<file path="config.mk">
export PLATFORM = sky130hd
export DESIGN_NAME = sprite_line_renderer_flat
export DESIGN_NICKNAME = d
export VERILOG_FILES = /design/src/rtl/sprite_line_renderer_if.sv /design/src/rtl/sprite_line_renderer.sv /design/src/flat_wrapper.sv
export SDC_FILE = /design/constraint.sdc
export NUM_CORES = 1
export LEC_CHECK = 0
export ABC_AREA = 1
export BUFFER_PORTS_ARGS = -buffer_cell sky130_fd_sc_hd__buf_2
export CAP_MARGIN = 15
export CORE_MARGIN = 5
export CORE_UTILIZATION = 49
export CTS_BUF_LIST = sky130_fd_sc_hd__clkbuf_2 sky130_fd_sc_hd__clkbuf_4 sky130_fd_sc_hd__clkbuf_8
export DETAILED_ROUTE_END_ITERATION = 10
export MAX_ROUTING_LAYER = met4
export PLACE_DENSITY = 0.86
export SLEW_MARGIN = 25
export SYNTH_ARGS = -nofsm -noshare
export SYNTH_HDL_FRONTEND = slang
export SYNTH_SLANG_ARGS = --single-unit
</file>
<file path="constraint.sdc">
create_clock -name Clk -period 1.7 [get_ports Clk]
set_input_delay 0.085 -clock Clk [delete_from_list [all_inputs] [get_ports Clk]]
set_output_delay 0.085 -clock Clk [all_outputs]
set_load 0.01 [all_outputs]
</file>
<file path="src/rtl/sprite_line_renderer_if.sv">
// Bundle of the sprite line renderer's scan-side and ROM-side signals.
//
// Signalling (no valid/ready handshake is involved):
//   line_start  one-cycle pulse per video line, sent at least two Clk cycles
//               before the first pix_en of a visible line. DrawY, SpriteY,
//               SpriteX and sprite_sel are sampled only in that cycle.
//   pix_en      pixel strobe. DrawX names the column consumed in a cycle
//               with pix_en=1 and advances by one afterwards.
//   rom_addr    registered address {slot, row}. rom_data must answer it in
//               the same cycle, i.e. the ROM reads combinationally.
//   pixel_on    opaque-pixel flag, one pixel behind the strobed DrawX.
//   busy        renderer is not idle.
//   dbg_state   current FSM state: 0 IDLE, 1 FETCH, 2 ARMED, 3 SHIFT.
//
// Modports: master = video timing / ROM side, slave = renderer.
interface sprite_line_renderer_if #(
  parameter int SPRITE_W = 32,
  parameter int SPRITE_H = 32
);
  localparam int ROW_W = $clog2(SPRITE_H);

  logic                line_start;
  logic                pix_en;
  logic [9:0]          DrawX;
  logic [9:0]          DrawY;
  logic [9:0]          SpriteX;
  logic [9:0]          SpriteY;
  logic [2:0]          sprite_sel;
  logic [ROW_W+2:0]    rom_addr;
  logic [SPRITE_W-1:0] rom_data;
  logic                pixel_on;
  logic                busy;
  logic [1:0]          dbg_state;

  modport master (
    output line_start, pix_en, DrawX, DrawY, SpriteX, SpriteY, sprite_sel, rom_data,
    input  rom_addr, pixel_on, busy, dbg_state
  );

  modport slave (
    input  line_start, pix_en, DrawX, DrawY, SpriteX, SpriteY, sprite_sel, rom_data,
    output rom_addr, pixel_on, busy, dbg_state
  );
endinterface

</file>
<file path="src/rtl/sprite_line_renderer.sv">
// Sprite line renderer: on each line_start decides whether the current video
// row crosses the sprite, fetches that sprite row from a combinational ROM
// into a shift register, waits for DrawX to reach the sprite's left edge and
// then shifts one pixel out per pix_en strobe (MSB = leftmost pixel).
//
// Ports:
//   Clk      system clock, rising edge
//   Reset_n  asynchronous active-low reset
//   bus      sprite_line_renderer_if.slave (scan inputs, ROM port, pixel_on,
//            busy, dbg_state)
module sprite_line_renderer #(
  parameter int SPRITE_W = 32,
  parameter int SPRITE_H = 32
) (
  input  logic                   Clk,
  input  logic                   Reset_n,
  sprite_line_renderer_if.slave  bus
);
  localparam int ROW_W = $clog2(SPRITE_H);
  localparam int CNT_W = $clog2(SPRITE_W);

  typedef enum logic [1:0] {
    IDLE  = 2'd0,
    FETCH = 2'd1,
    ARMED = 2'd2,
    SHIFT = 2'd3
  } state_t;

  state_t              r_state;
  state_t              w_next;
  logic [SPRITE_W-1:0] r_shreg;
  logic [CNT_W-1:0]    r_cnt;
  logic [2:0]          r_sel_q;
  logic [ROW_W-1:0]    r_row_q;
  logic [9:0]          r_x_q;

  logic [9:0]          w_row;
  logic                w_hit;
  logic                w_last;

  // The subtraction wraps; the explicit DrawY >= SpriteY test is what keeps
  // rows above the sprite from looking like small positive offsets.
  assign w_row  = bus.DrawY - bus.SpriteY;
  assign w_hit  = (bus.DrawY >= bus.SpriteY) && (w_row < 10'(SPRITE_H));
  assign w_last = (r_cnt == CNT_W'(SPRITE_W - 1));

  // line_start wins over everything, including a pix_en in the same cycle.
  always_comb begin
    w_next = r_state;
    if (bus.line_start) begin
      w_next = w_hit ? FETCH : IDLE;
    end else begin
      case (r_state)
        IDLE:    w_next = IDLE;
        FETCH:   w_next = ARMED;
        ARMED:   if (bus.pix_en && (bus.DrawX == r_x_q)) w_next = SHIFT;
        SHIFT:   if (bus.pix_en && w_last) w_next = IDLE;
        default: w_next = IDLE;
      endcase
    end
  end

  always_ff @(posedge Clk or negedge Reset_n) begin
    if (!Reset_n) r_state <= IDLE;
    else          r_state <= w_next;
  end

  always_ff @(posedge Clk or negedge Reset_n) begin
    if (!Reset_n) begin
      r_shreg <= '0;
      r_cnt   <= '0;
      r_sel_q <= '0;
      r_row_q <= '0;
      r_x_q   <= '0;
    end else if (bus.line_start) begin
      // Slot and left edge are frozen here so later changes wait a line.
      if (w_hit) begin
        r_sel_q <= bus.sprite_sel;
        r_row_q <= w_row[ROW_W-1:0];
        r_x_q   <= bus.SpriteX;
      end
    end else begin
      case (r_state)
        FETCH: begin
          r_shreg <= bus.rom_data;
          r_cnt   <= '0;
        end
        SHIFT: begin
          if (bus.pix_en) begin
            r_shreg <= {r_shreg[SPRITE_W-2:0], 1'b0};
            r_cnt   <= r_cnt + CNT_W'(1);
          end
        end
        default: ;
      endcase
    end
  end

  assign bus.rom_addr  = {r_sel_q, r_row_q};
  // Gated by state so a stale shift register never shows outside SHIFT.
  assign bus.pixel_on  = (r_state == SHIFT) && r_shreg[SPRITE_W-1];
  assign bus.busy      = (r_state != IDLE);
  assign bus.dbg_state = r_state;
endmodule

</file>
<file path="src/flat_wrapper.sv">
// flat-port wrapper written by rule: the top's interface ports become plain ports
module sprite_line_renderer_flat 
#(
  parameter int SPRITE_W = 32,
  parameter int SPRITE_H = 32
)
  (Clk, Reset_n, bus_line_start, bus_pix_en, bus_DrawX, bus_DrawY, bus_SpriteX, bus_SpriteY, bus_sprite_sel, bus_rom_data, bus_rom_addr, bus_pixel_on, bus_busy, bus_dbg_state);
  sprite_line_renderer_if #(.SPRITE_W(SPRITE_W), .SPRITE_H(SPRITE_H)) bus_i ();
  input  logic Clk;
  input  logic Reset_n;
  input wire logic [$bits(bus_i.line_start)-1:0] bus_line_start;
  input wire logic [$bits(bus_i.pix_en)-1:0] bus_pix_en;
  input wire logic [$bits(bus_i.DrawX)-1:0] bus_DrawX;
  input wire logic [$bits(bus_i.DrawY)-1:0] bus_DrawY;
  input wire logic [$bits(bus_i.SpriteX)-1:0] bus_SpriteX;
  input wire logic [$bits(bus_i.SpriteY)-1:0] bus_SpriteY;
  input wire logic [$bits(bus_i.sprite_sel)-1:0] bus_sprite_sel;
  input wire logic [$bits(bus_i.rom_data)-1:0] bus_rom_data;
  output wire logic [$bits(bus_i.rom_addr)-1:0] bus_rom_addr;
  output wire logic [$bits(bus_i.pixel_on)-1:0] bus_pixel_on;
  output wire logic [$bits(bus_i.busy)-1:0] bus_busy;
  output wire logic [$bits(bus_i.dbg_state)-1:0] bus_dbg_state;
  assign bus_i.line_start = bus_line_start;
  assign bus_i.pix_en = bus_pix_en;
  assign bus_i.DrawX = bus_DrawX;
  assign bus_i.DrawY = bus_DrawY;
  assign bus_i.SpriteX = bus_SpriteX;
  assign bus_i.SpriteY = bus_SpriteY;
  assign bus_i.sprite_sel = bus_sprite_sel;
  assign bus_i.rom_data = bus_rom_data;
  assign bus_rom_addr = bus_i.rom_addr;
  assign bus_pixel_on = bus_i.pixel_on;
  assign bus_busy = bus_i.busy;
  assign bus_dbg_state = bus_i.dbg_state;
  sprite_line_renderer #(.SPRITE_W(SPRITE_W), .SPRITE_H(SPRITE_H)) u_core (.Clk(Clk), .Reset_n(Reset_n), .bus(bus_i));
endmodule
</file>
==> impl_metrics.py <==
metrics = {
    "outcome": {
        "status": "finished, final reports clean",
    },
    "critical_path": {
        "timing.critical_path.required_ns": 1.91,
        "endpoint_kind": "flip-flop",
        "worst_r2r_startpoint": "u_core.bus.dbg_state[1]",
        "crit_start": "u_core.bus.dbg_state[1]",
        "timing.critical_path.arrival_ns": 1.86,
        "worst-r2r-setup-slack_ns": 0.06,
        "worst_reg2reg_path_endpoint": "u_core.r_cnt[3]",
        "timing.critical_path.fanout_max": 5,
        "critical_path_class": "flip-flop to flip-flop",
        "worst-r2r-cell-count": 9,
        "critPathCapture": "u_core.r_cnt[3]",
        "crit_path_start_kind": "flip-flop",
    },
    "layout": {
        "fin_cells": 652,
        "final_design_area_no_fill_um2": 4440,
        "area_growth_pct": 31.6,
        "drive_above_1_share_pct": 27.6,
        "fillerInstances": 538,
        "nets": 666,
        "diodes": 0,
    },
    "route": {
        "antenna_left": 0,
        "drc": 0,
        "number_of_vias_per_cell_after_detailed_routing": 5.06,
        "wirelength_um": 8640,
        "wire_length_per_cell_um": 13.3,
        "drt_first_iter_violations": 167,
        "vias_post_dr": 3296,
        "detail_route.first_pass.iterations": 5,
    },
    "die": {
        "die-area_um2": 8640,
        "chipHeight_um": 92.9,
        "row_count": 30,
        "pin_count": 91,
        "design.core.area_um2": 6760,
        "die_x_um": 92.9,
        "start_util_pct": 49.9,
    },
    "clock_tree": {
        "clock_tree.root_cell": "sky130_fd_sc_hd__clkbuf_8",
        "clock_tree.htree_level_count": 3,
        "clk_latency_ns": 0.33,
        "cts_num_sinks": 57,
        "cts.clk_slew.worst_paths_ns": 0.06,
        "clock_tree_from_tritoncts": "done",
        "clock_path_buffers": 2,
        "tritoncts_buffers": 9,
    },
    "placed_design": {
        "place.detailed.instances": 615,
        "hpwlAfterDp_um": 5770,
        "routabilityCongestion": 0.956,
        "post_dp_cell_area_um2": 4010,
        "io_buffers": 90,
    },
    "timing": {
        "timing.fmax_mhz": 608,
        "hold_violations": 0,
        "grt_setup_unrepaired": "yes",
        "final_max_slew_viol_count": 0,
        "post-route-min-period_ns": 1.64,
        "maxSlewHeadroom_pct": 66.2,
        "worst_hold_slack_ns": 0.0203,
        "worst_slew_pin_slew_ns": 0.507,
        "setup_violations": 0,
        "period_share_pct": 96.7,
        "fin_skew_ns": 0.00557,
    },
    "synth": {
        "synth_nets": 541,
        "synth.yosys.seq_area_share_pct": 42.3,
        "synth_warnings": 0,
        "mappedNetlistArea_um2": 3370,
        "synth-seq-cells": 57,
        "synth_area_per_cell_um2": 7.59,
        "ys_types": 29,
        "synth_async_sr_flop_share_pct": 100,
        "synth_edf_count": 0,
        "synth_flop_cell": "sky130_fd_sc_hd__dfrtp_1",
        "post_synth_inst_count": 444,
    },
    "grt": {
        "antenna_found_initial": 0,
        "globalRouteOverflowTotal": 0,
        "wire_length_of_the_first_global_routing_pass_um": 13700,
        "globalRouteTotalUtil_pct": 20.4,
        "grt_start_max_net_pins": 63,
        "first_global_vias": 3126,
    },
    "power": {
        "ir_worst_vdd_uv": 393,
        "cellLeakagePower_uw": 0.00243,
        "power.density_cell_area_nw_per_um2": 1130,
    },
    "min_path": {
        "hold_path.class": "primary input to flip-flop",
    },
    "job": {
        "max_cap_viol_count": 0,
    },
}
[final cells by class]
type	count	area, um^2	share of cell area, %
clock buffers	11	151	3.41
clock inverters	3	17.5	0.395
inverters	71	267	6.01
multi-input cells	299	1610	36.3
flip-flops and latches	57	1430	32.1
well taps	80	100	2.26
repair buffers	131	863	19.5
[placed cells by master, fill, tap and decap left out, drive strengths merged]
master and instances:
buf 110, dlygate4sd3 20, nand2 141, clkinvlp 1
inv 71, nand3b 2, nor3 1, a32o 1
a21oi 7, nand3 13, clkbuf 12, xor2 5
a22o 1, xnor2 2, o21ai 25, clkinv 2
ha 17, a31oi 32, nor2 46, or2 1
dfrtp 57, fa 1, o21bai 2, nand4 2
[synthesized netlist by cell type, types with 2 or more instances]
| master | number | area share (%) |
|---|---|---|
| sky130_fd_sc_hd__a31oi_1 | 32 | 5.9 |
| sky130_fd_sc_hd__xor2_1 | 5 | 1.3 |
| sky130_fd_sc_hd__o21bai_1 | 2 | 0.45 |
| sky130_fd_sc_hd__xnor2_1 | 2 | 0.52 |
| sky130_fd_sc_hd__inv_1 | 71 | 7.9 |
| sky130_fd_sc_hd__nand2_1 | 141 | 16 |
| sky130_fd_sc_hd__a21oi_1 | 6 | 0.89 |
| sky130_fd_sc_hd__o21ai_1 | 3 | 0.45 |
| sky130_fd_sc_hd__ha_1 | 17 | 6.3 |
| sky130_fd_sc_hd__clkbuf_1 | 6 | 0.67 |
| sky130_fd_sc_hd__buf_2 | 5 | 0.74 |
| sky130_fd_sc_hd__o21ai_0 | 7 | 1.0 |
| sky130_fd_sc_hd__buf_6 | 3 | 1.0 |
| sky130_fd_sc_hd__o21ai_2 | 15 | 3.9 |
| sky130_fd_sc_hd__dfrtp_1 | 57 | 42 |
| sky130_fd_sc_hd__nand3b_1 | 2 | 0.45 |
| sky130_fd_sc_hd__buf_4 | 3 | 0.67 |
| sky130_fd_sc_hd__nor2_1 | 45 | 5.0 |
| sky130_fd_sc_hd__nand3_1 | 11 | 1.6 |
| sky130_fd_sc_hd__nand4_1 | 2 | 0.37 |
[flip-flops by register name, summed over array words and instances (netlist names)]
| register | flops |
|---|---|
| u_core.r_shreg | 32 |
| u_core.r_row_q | 5 |
| u_core.r_x_q | 10 |
| u_core.r_sel_q | 3 |
| u_core.bus.dbg_state | 2 |
| u_core.r_cnt | 5 |
[worst min-delay path by stage]
stage,from,end,slack (ns),depth (start not counted)
2_1_floorplan,Reset_n,u_core.bus.dbg_state[0],-0.21,0
3_3_place_gp,Reset_n,u_core.r_x_q[5],0.07,1
3_5_place_dp,Reset_n,u_core.r_x_q[3],0.08,1
4_1_cts,bus_rom_data[17],u_core.r_shreg[17],0.0008,3
5_1_grt,bus_rom_data[29],u_core.r_shreg[29],0.005,3
6_report,bus_rom_data[1],u_core.r_shreg[1],0.02,3
[per-layer routing]
layer | vias up | share of wire [%] | global-route usage (%)
li1 | 1640 | - | -
met1 | 1524 | 42 | 25.1
met2 | 116 | 51 | 33.2
met3 | 16 | 5.8 | 4.31
met4 | 0 | 1.5 | 7.94
met5 | - | 0 | -
[where the power goes]
| group | switching [uW] | internal [uW] | leakage (uW) |
|---|---|---|---|
| Clock | 511 | 586 | 0.0000871 |
| Combinational | 867 | 758 | 0.00164 |
| Sequential | 352 | 1930 | 0.000699 |
[worst max-delay path, cell delays in order (launching register included)]
cell and delay, ns:
sky130_fd_sc_hd__dfrtp_1 0.40, sky130_fd_sc_hd__ha_2 0.19, sky130_fd_sc_hd__inv_1 0.08, sky130_fd_sc_hd__nand3_1 0.18, sky130_fd_sc_hd__nand2_4 0.15, sky130_fd_sc_hd__inv_1 0.09, sky130_fd_sc_hd__nor2_2 0.12, sky130_fd_sc_hd__nand3_1 0.11
sky130_fd_sc_hd__o21ai_1 0.14, sky130_fd_sc_hd__a21oi_1 0.06
[kinds of logic (layout without fill, tap and decap cells)]
kind of cell	count (synthesis)	count (layout)	synth area share [%]
flip-flops	57	57	42.3
AO/OA/AOI/OAI	68	68	13.5
buffers and inverters	88	216	11.0
XOR/XNOR	7	7	1.82
AND/OR/NAND/NOR	206	206	24.5
adder cells (fa/ha/maj)	18	18	6.90
[metrics by stage]
stage	util (%)	setup WS, ns	setup TNS, ns	power [uW]
final	65.7	0.0553	0	5000
after global placement	59.4	-0.150	-2.61	3680
after floorplan	-	-0.00784	-0.0200	3270
after CTS	64.8	0.0343	0	4970
after global routing	65.7	-0.0930	-0.122	5370
after detailed placement	59.4	-0.242	-3.90	3810
[timing repair]
item / in CTS / in global routing
endpoints found under the hold margin: 39 / 0
buffers inserted: 0 / 2
resized for setup: 0 / 6
endpoints found under the setup margin: 0 / 27
hold buffers: 20 / 0
(Power assumes the default switching activity.)
